<file path="src/rtl/stack_frame_engine_pkg.sv">
// Shared definitions for the stack frame engine: transfer direction and FSM states.
package stack_frame_engine_pkg;

  localparam logic PUSH = 1'b0;
  localparam logic POP  = 1'b1;

  typedef enum logic [1:0] {
    ST_IDLE = 2'd0,
    ST_XFER = 2'd1,
    ST_DONE = 2'd2
  } state_t;

endpackage

</file>
<file path="src/rtl/stack_frame_engine.sv">
// Moves a multi-word frame between the controller and the downward-growing data-memory stack,
// one bus grant per word, tracking SP and flagging overflow/underflow.
//
// state | meaning
// IDLE  | waiting for start or debug SP load
// XFER  | one word per granted bus cycle
// DONE  | one-cycle completion pulse, err valid
module stack_frame_engine
  import stack_frame_engine_pkg::*;
#(
  parameter int                DATA_W      = 8,
  parameter int                ADDR_W      = 8,
  parameter int                FRAME_WORDS = 2,
  parameter logic [ADDR_W-1:0] STACK_BASE  = 8'hFF,
  parameter logic [ADDR_W-1:0] STACK_LIMIT = 8'hC0
) (
  input  logic                          clk,
  input  logic                          rst_n,
  input  logic                          start,
  input  logic                          push_or_pop,
  input  logic [FRAME_WORDS*DATA_W-1:0] frame_din,
  output logic [FRAME_WORDS*DATA_W-1:0] frame_dout,
  output logic                          busy,
  output logic                          done,
  output logic                          err,
  output logic [ADDR_W-1:0]             sp,
  input  logic                          sp_wr,
  input  logic [ADDR_W-1:0]             sp_din,
  output logic                          bus_req,
  input  logic                          bus_grant,
  output logic [ADDR_W-1:0]             mem_addr,
  output logic                          mem_wr,
  output logic                          mem_rd,
  output logic [DATA_W-1:0]             mem_wdata,
  input  logic [DATA_W-1:0]             mem_rdata
);

  localparam int CNT_W = $clog2(FRAME_WORDS + 1);
  localparam int EXT_W = ADDR_W + 2;
  localparam logic [CNT_W-1:0] LAST_CNT = CNT_W'(FRAME_WORDS - 1);
  // Widened so the limit checks cannot wrap even after an odd debug SP load.
  localparam logic [EXT_W-1:0] PUSH_MIN_SP = EXT_W'(STACK_LIMIT) + EXT_W'(FRAME_WORDS) - EXT_W'(1);
  localparam logic [EXT_W-1:0] BASE_EXT    = EXT_W'(STACK_BASE);
  localparam logic [EXT_W-1:0] FW_EXT      = EXT_W'(FRAME_WORDS);

  state_t                        state, state_nx;
  logic [CNT_W-1:0]              cnt;
  logic [CNT_W-1:0]              pop_idx;
  logic                          dir_q;
  logic [FRAME_WORDS*DATA_W-1:0] frame_q;
  logic [EXT_W-1:0]              sp_ext;
  logic                          push_ok, pop_ok, accept_ok, take_start;

  assign sp_ext     = {2'b00, sp};
  assign push_ok    = sp_ext >= PUSH_MIN_SP;
  assign pop_ok     = (sp_ext + FW_EXT) <= BASE_EXT;
  assign accept_ok  = (push_or_pop == PUSH) ? push_ok : pop_ok;
  assign take_start = (state == ST_IDLE) && !sp_wr && start;
  // Pops return the top-most word first, i.e. the highest frame index.
  assign pop_idx    = LAST_CNT - cnt;

  always_comb begin
    state_nx  = state;
    bus_req   = 1'b0;
    mem_wr    = 1'b0;
    mem_rd    = 1'b0;
    mem_addr  = '0;
    mem_wdata = '0;
    done      = 1'b0;
    busy      = 1'b0;
    case (state)
      ST_IDLE: begin
        if (take_start) state_nx = accept_ok ? ST_XFER : ST_DONE;
      end
      ST_XFER: begin
        busy    = 1'b1;
        bus_req = 1'b1;
        if (dir_q == PUSH) begin
          mem_wr   = 1'b1;
          mem_addr = sp;
          for (int k = 0; k < FRAME_WORDS; k++) begin
            if (cnt == CNT_W'(k)) mem_wdata = frame_q[k*DATA_W +: DATA_W];
          end
        end else begin
          mem_rd   = 1'b1;
          mem_addr = sp + 1'b1;
        end
        if (bus_grant && cnt == LAST_CNT) state_nx = ST_DONE;
      end
      ST_DONE: begin
        busy     = 1'b1;
        done     = 1'b1;
        state_nx = ST_IDLE;
      end
      default: state_nx = ST_IDLE;
    endcase
  end

  always_ff @(posedge clk or negedge rst_n) begin
    if (!rst_n) begin
      state      <= ST_IDLE;
      sp         <= STACK_BASE;
      cnt        <= '0;
      dir_q      <= PUSH;
      frame_q    <= '0;
      frame_dout <= '0;
      err        <= 1'b0;
    end else begin
      state <= state_nx;
      case (state)
        ST_IDLE: begin
          if (sp_wr) begin
            sp <= sp_din;
          end else if (start) begin
            err   <= !accept_ok;
            dir_q <= push_or_pop;
            cnt   <= '0;
            if (push_or_pop == PUSH) frame_q <= frame_din;
          end
        end
        ST_XFER: begin
          if (bus_grant) begin
            cnt <= cnt + 1'b1;
            if (dir_q == PUSH) begin
              sp <= sp - 1'b1;
            end else begin
              sp <= sp + 1'b1;
              for (int k = 0; k < FRAME_WORDS; k++) begin
                if (pop_idx == CNT_W'(k)) frame_dout[k*DATA_W +: DATA_W] <= mem_rdata;
              end
            end
          end
        end
        default: ;
      endcase
    end
  end

endmodule
</file>
<file path="config.mk">
export PLATFORM = sky130hd
export DESIGN_NAME = stack_frame_engine
export DESIGN_NICKNAME = d
export VERILOG_FILES = /design/src/rtl/stack_frame_engine_pkg.sv /design/src/rtl/stack_frame_engine.sv
export SDC_FILE = /design/constraint.sdc
export NUM_CORES = 1
export LEC_CHECK = 0
export BUFFER_PORTS_ARGS = -buffer_cell sky130_fd_sc_hd__buf_4
export CAP_MARGIN = 20
export CORE_MARGIN = 10
export CORE_UTILIZATION = 34
export CTS_CLUSTER_DIAMETER = 80
export DETAILED_ROUTE_END_ITERATION = 10
export PLACE_DENSITY_LB_ADDON = 0.05
export SKIP_LAST_GASP = 1
export SYNTH_ARGS = -nofsm -noshare
export SYNTH_HDL_FRONTEND = slang
export SYNTH_SLANG_ARGS = --single-unit
</file>
<file path="constraint.sdc">
create_clock -name clk -period 2.5 [get_ports clk]
set_clock_uncertainty 0.2 [all_clocks]
set_input_delay 0.25 -clock clk [delete_from_list [all_inputs] [get_ports clk]]
set_output_delay 0.25 -clock clk [all_outputs]
set_load 0.01 [all_outputs]
</file>
**Word level (Yosys, flattened, before mapping)**

Cells that the tools add are included.

- Register bits after elaboration: 46
- Input port bits: 38
- Output and inout port bits: 46
- Word-level logic and storage cells: 70

- Add/subtract/negate cells: 5
- Order comparisons: 2
- Equality and inequality tests: 10
- Muxes and demuxes: 26
- Bitwise gates (word level): 2
- Reduce and logical (&&, ||, !) cells: 17

Operators by type and width:

| cell | count |
|---|---|
| two-way mux 8 bit | 9 |
| case mux 8 bit (2 select lines) | 1 |
| AND reduction 4 bit | 4 |
| two-way mux 2 bit | 6 |
| inequality test 2 bit, second input constant | 6 |
| adder 8 x 2 -> 9 bit, second input constant | 1 |
| <= comparator 9 x 8 -> 1 bit, second input constant | 1 |
| adder 8 x 1 -> 8 bit, second input constant | 1 |
| >= comparator 8 bit, second input constant | 1 |
| two-way mux 1 bit | 8 |
| case mux 2 bit (2 select lines) | 2 |
| subtractor 8 x 1 -> 8 bit, second input constant | 1 |
| == test 2 x 1 -> 1 bit, second input constant | 3 |
| logical NOT 2 bit | 3 |
| AND reduction 3 bit | 2 |
| logical AND 1 bit | 3 |
| adder 2 x 1 -> 2 bit, second input constant | 1 |
| == test 2 bit, second input constant | 1 |
| logical NOT 1 bit | 2 |
| inverter 1 bit | 2 |
| AND reduction 2 bit | 1 |
| nonzero test 2 bit | 1 |
| OR reduction 2 bit | 1 |
| subtractor 1 x 2 -> 2 bit, first input constant | 1 |

**Logic depth before layout (Yosys ltp)**

- Depth after elaboration: 6
- Depth in mapped cells: 8
- Mapped depth without buffers: 6

**Least setup slack after synthesis**

No wires, ideal clock.

- Path type: register to register
- From: register sp[1]
- To: register state[0]
- Library setup time: 120 ps
- Data arrival time: 1855 ps
- Required time: 2180 ps
- Slack: 325 ps
- Cell stages (with the launch flop): 7
- Path buffers: 0
- Clock period less this slack: 2175 ps
- Cell sequence: dfstp_2 > inv_1 > ha_1 > or3b_4 > or4_1 > a31o_1 > a31o_1

- Longest elaborated chain between the ends: 6
- Elaborated cells between the ends (all ways): 7
- Classes of those cells: 1 x add/sub; 2 x order compare; 4 x mux

RTL lines:

| what | RTL line | RTL |
|---|---|---|
| start, declared | stack_frame_engine.sv:26 | `output logic [ADDR_W-1:0] sp,` |
| start signal, assigned | stack_frame_engine.sv:113 | `sp <= sp_din;` |
| start signal, assigned | stack_frame_engine.sv:125 | `sp <= sp - 1'b1;` |
| start signal, assigned | stack_frame_engine.sv:127 | `sp <= sp + 1'b1;` |
| adder 8 x 2 -> 9 bit | stack_frame_engine.sv:56 | `assign pop_ok = (sp_ext + FW_EXT) <= BASE_EXT;` |
| <= comparator 9 x 8 -> 1 bit | stack_frame_engine.sv:56 |  |
| two-way mux 1 bit (*) | stack_frame_engine.sv:57 | `assign accept_ok = (push_or_pop == PUSH) ? push_ok : pop_ok;` |
| two-way mux 2 bit (*) (2 in series) | stack_frame_engine.sv:73 | `if (take_start) state_nx = accept_ok ? ST_XFER : ST_DONE;` |
| case mux 2 bit (2 select lines) (*) | stack_frame_engine.sv:71 | `case (state)` |
| end signal, assigned | stack_frame_engine.sv:109 | `state <= state_nx;` |
| end, declared | stack_frame_engine.sv:46 | `state_t state, state_nx;` |

Every way passes the cells marked *; elsewhere a longest branch is shown, timed or not. The select of a mux whose other input is x is not followed.
A chain may end at the register's enable or synchronous reset.

**Final worst setup path**

- From: register sp[1]
- To: output port mem_addr[5]

- Longest elaborated chain between the ends: 3

RTL lines:

| what | RTL line | RTL |
|---|---|---|
| adder 8 x 1 -> 8 bit | stack_frame_engine.sv:86 | `mem_addr = sp + 1'b1;` |
| two-way mux 8 bit | stack_frame_engine.sv:78 | `if (dir_q == PUSH) begin` |
| two-way mux 8 bit | stack_frame_engine.sv:71 |  |
| end, declared | stack_frame_engine.sv:31 | `output logic [ADDR_W-1:0] mem_addr,` |

No other way between the ends.

==> results.sh <==
export IMPL_cts_buffers=5
export IMPL_ant_nets=0
export IMPL_rr_worst_depth=6
export IMPL_cp_max_fo=7
export IMPL_async_flop_share=1.00
export IMPL_htree_levels=2
export IMPL_synth_area_leaders="dfrtp_1 36%, mux2_2 15%, dfstp_2 8.0%"
export IMPL_wire_per_inst_um=16.1
export IMPL_yosysSeqAreaShare=0.440
export IMPL_instances_no_fill=468
export IMPL_synth_warning_count=0
export IMPL_n_antenna_cell=0
export IMPL_status="finished, final reports clean"
export IMPL_synthTopCellsByCount="38 x dfrtp_1, 34 x mux2_2, 23 x nor2_1"
export IMPL_max_freq_mhz=423
export IMPL_cts_tree="done"
export IMPL_die_w_um=108
export IMPL_drive_gt1_frac=0.423
export IMPL_ctsRootBufferMaster="clkbuf_8"
export IMPL_whs_path_depth=3
export IMPL_synth_top_cell_area_share=0.361
export IMPL_fin_total_pwr_w=0.00435
export IMPL_yosysMostFrequentCell="dfrtp_1"
export IMPL_r2r_setup_slack_ns=0.20
export IMPL_core_area_um2=7650
export IMPL_worst_slew_pin_transition_ns=0.588
export IMPL_synth_area_per_cell_um2=10.5
export IMPL_wl_um=7560
export IMPL_hold_viol=0
export IMPL_worst_slack_ns=0.134
export IMPL_min_period_over_period=0.946
export IMPL_critical_path_class="register to output port"
export IMPL_insertion_delay_ns=0.30
export IMPL_placed_cells=429
export IMPL_vdd_drop_max_uv=487
export IMPL_powerDensity_nw_per_um2=1130
export IMPL_grt_overflow=0
export IMPL_place_congestion=0.790
export IMPL_vias=2309
export IMPL_period_needed_ns=2.37
export IMPL_leakagePower_nw=1.81
export IMPL_grt_pass1_vias=2464
export IMPL_synth_area_leader_cell="dfrtp_1"
export IMPL_rsz0062_at_grt="yes"
export IMPL_clkSlewWorstSetupHoldPaths_ns=0.09
export IMPL_setup_viol=0
export IMPL_fp_row_count=32
export IMPL_place_worst_setup_slack_ns=0.197
export IMPL_required_ns=2.05
export IMPL_yosys_cell_types_count=48
export IMPL_maxSlewHeadroom=0.608
export IMPL_vias_per_cell=4.93
export IMPL_grt_max_degree=47
export IMPL_drc=0
export IMPL_maxSlewViolCount=0
export IMPL_grt_pass1_wl_um=12600
export IMPL_dpl_hpwl_um=5610
export IMPL_final_core_util=0.504
export IMPL_die_area_um2=11700
export IMPL_syn_nets=303
export IMPL_antenna_found_initial=0
export IMPL_synth_cells=251
export IMPL_synth_ff_type="dfrtp_1"
export IMPL_cts_num_sinks=46
export IMPL_clk_path_buf_depth=2
export IMPL_min_path_type="primary input to register"
export IMPL_start_util=0.345
export IMPL_startpoint_type="register"
export IMPL_die_h_um=108
export IMPL_synth_edf_count=0
export IMPL_portBuffers=83
export IMPL_max_cap_violations=0
export IMPL_track_usage=0.133
export IMPL_drt_iter0_drc=80
export IMPL_ys_ff_latch=46
export IMPL_firstDrtPassIters=4
export IMPL_finalNetCount=417
export IMPL_syn_area_um2=2640
export IMPL_cp_data_arrival_time_ns=1.92
export IMPL_end_kind="output port"
export IMPL_io_pins=84
export IMPL_area_growth_pct=46.1
==> where the power goes <==
part           internal (W)  switching, W  total (W)
Clock              0.000427      0.000263   0.000689
Sequential          0.00114      0.000329    0.00146
Combinational       0.00111       0.00108    0.00219
==> sequential cells by signal, indices dropped and copies added (netlist names) <==
name and count:
state 2, dir_q 1, frame_dout 16, cnt 2
frame_q 16, err 1, sp 8
==> cells by family (layout without fill, tap and decap cells) <==
family                     count (synthesis)  after routing  synth area share
xor gates and xnor gates                   6              6            0.0199
AOI/OAI and AO/OA                         44             44             0.122
DFF                                       46             46             0.440
muxes                                     38             38             0.160
and+or+nand+nor                           78             78             0.152
adders and majority gates                 14             14            0.0664
buffers and inverters                     25            140            0.0394
==> metal layers <==
metal	vias up	share of wire	track usage
li1	1126	-	-
met1	1120	0.42	0.155
met2	57	0.50	0.227
met3	6	0.070	0.0470
met4	0	0.0095	0.0344
met5	-	0	0
==> per-stage QoR <==
step	TNS (ns)	cell area, µm²	hold WS [ns]
global route	-0.0171	3850	0.0251
finish	0	3850	0.00947
floorplan	0	2640	-0.246
detailed placement	0	3370	0.104
CTS	0	3810	0.000113
global placement	0	3370	0.112
==> what timing repair did <==
action	4_1_cts	5_1_grt
resized for setup	3	5
hold buffers	28	0
buffers inserted	0	3
hold endpoints to repair	73	0
setup endpoints to repair	2	6
==> final timing paths <==
| kind | startpoint | endpoint |
|---|---|---|
| max in group asynchronous | rst_n | frame_q[8] |
| worst min-delay path | sp_din[0] | sp[0] |
| worst min register to register | frame_q[14] | frame_q[14] |
| worst max-delay path | sp[1] | mem_addr[5] |
| worst max register to register | sp[1] | state[0] |
| min in group asynchronous | rst_n | frame_dout[11] |
==> layout make-up <==
cell class              instances  area [µm²]
inverters                      12        45.0
multi-input cells             180        1410
well taps                     102         128
repair buffers                120         971
flip-flops and latches         46        1160
fillers                       730        3790
clock buffers                   6        82.6
clock inverters                 2        60.1
==> critical path, cell delays in order, from the launching register on <==
cell     delay, ns
dfstp_2       0.60
ha_2          0.23
nand3_4       0.12
or3_1         0.37
a21oi_1       0.15
buf_4         0.14
==> cell usage in the layout (no fill, tap or decap), types with 7 or more instances in the layout <==
cell type	count
nor2_1	23
dfrtp_1	38
nand3_1	7
inv_1	12
dlygate4sd3_1	28
a22oi_1	7
mux2_2	34
dfstp_2	8
o21ai_0	7
ha_1	12
nand2_1	14
buf_4	92
(Power assumes the default switching activity.)
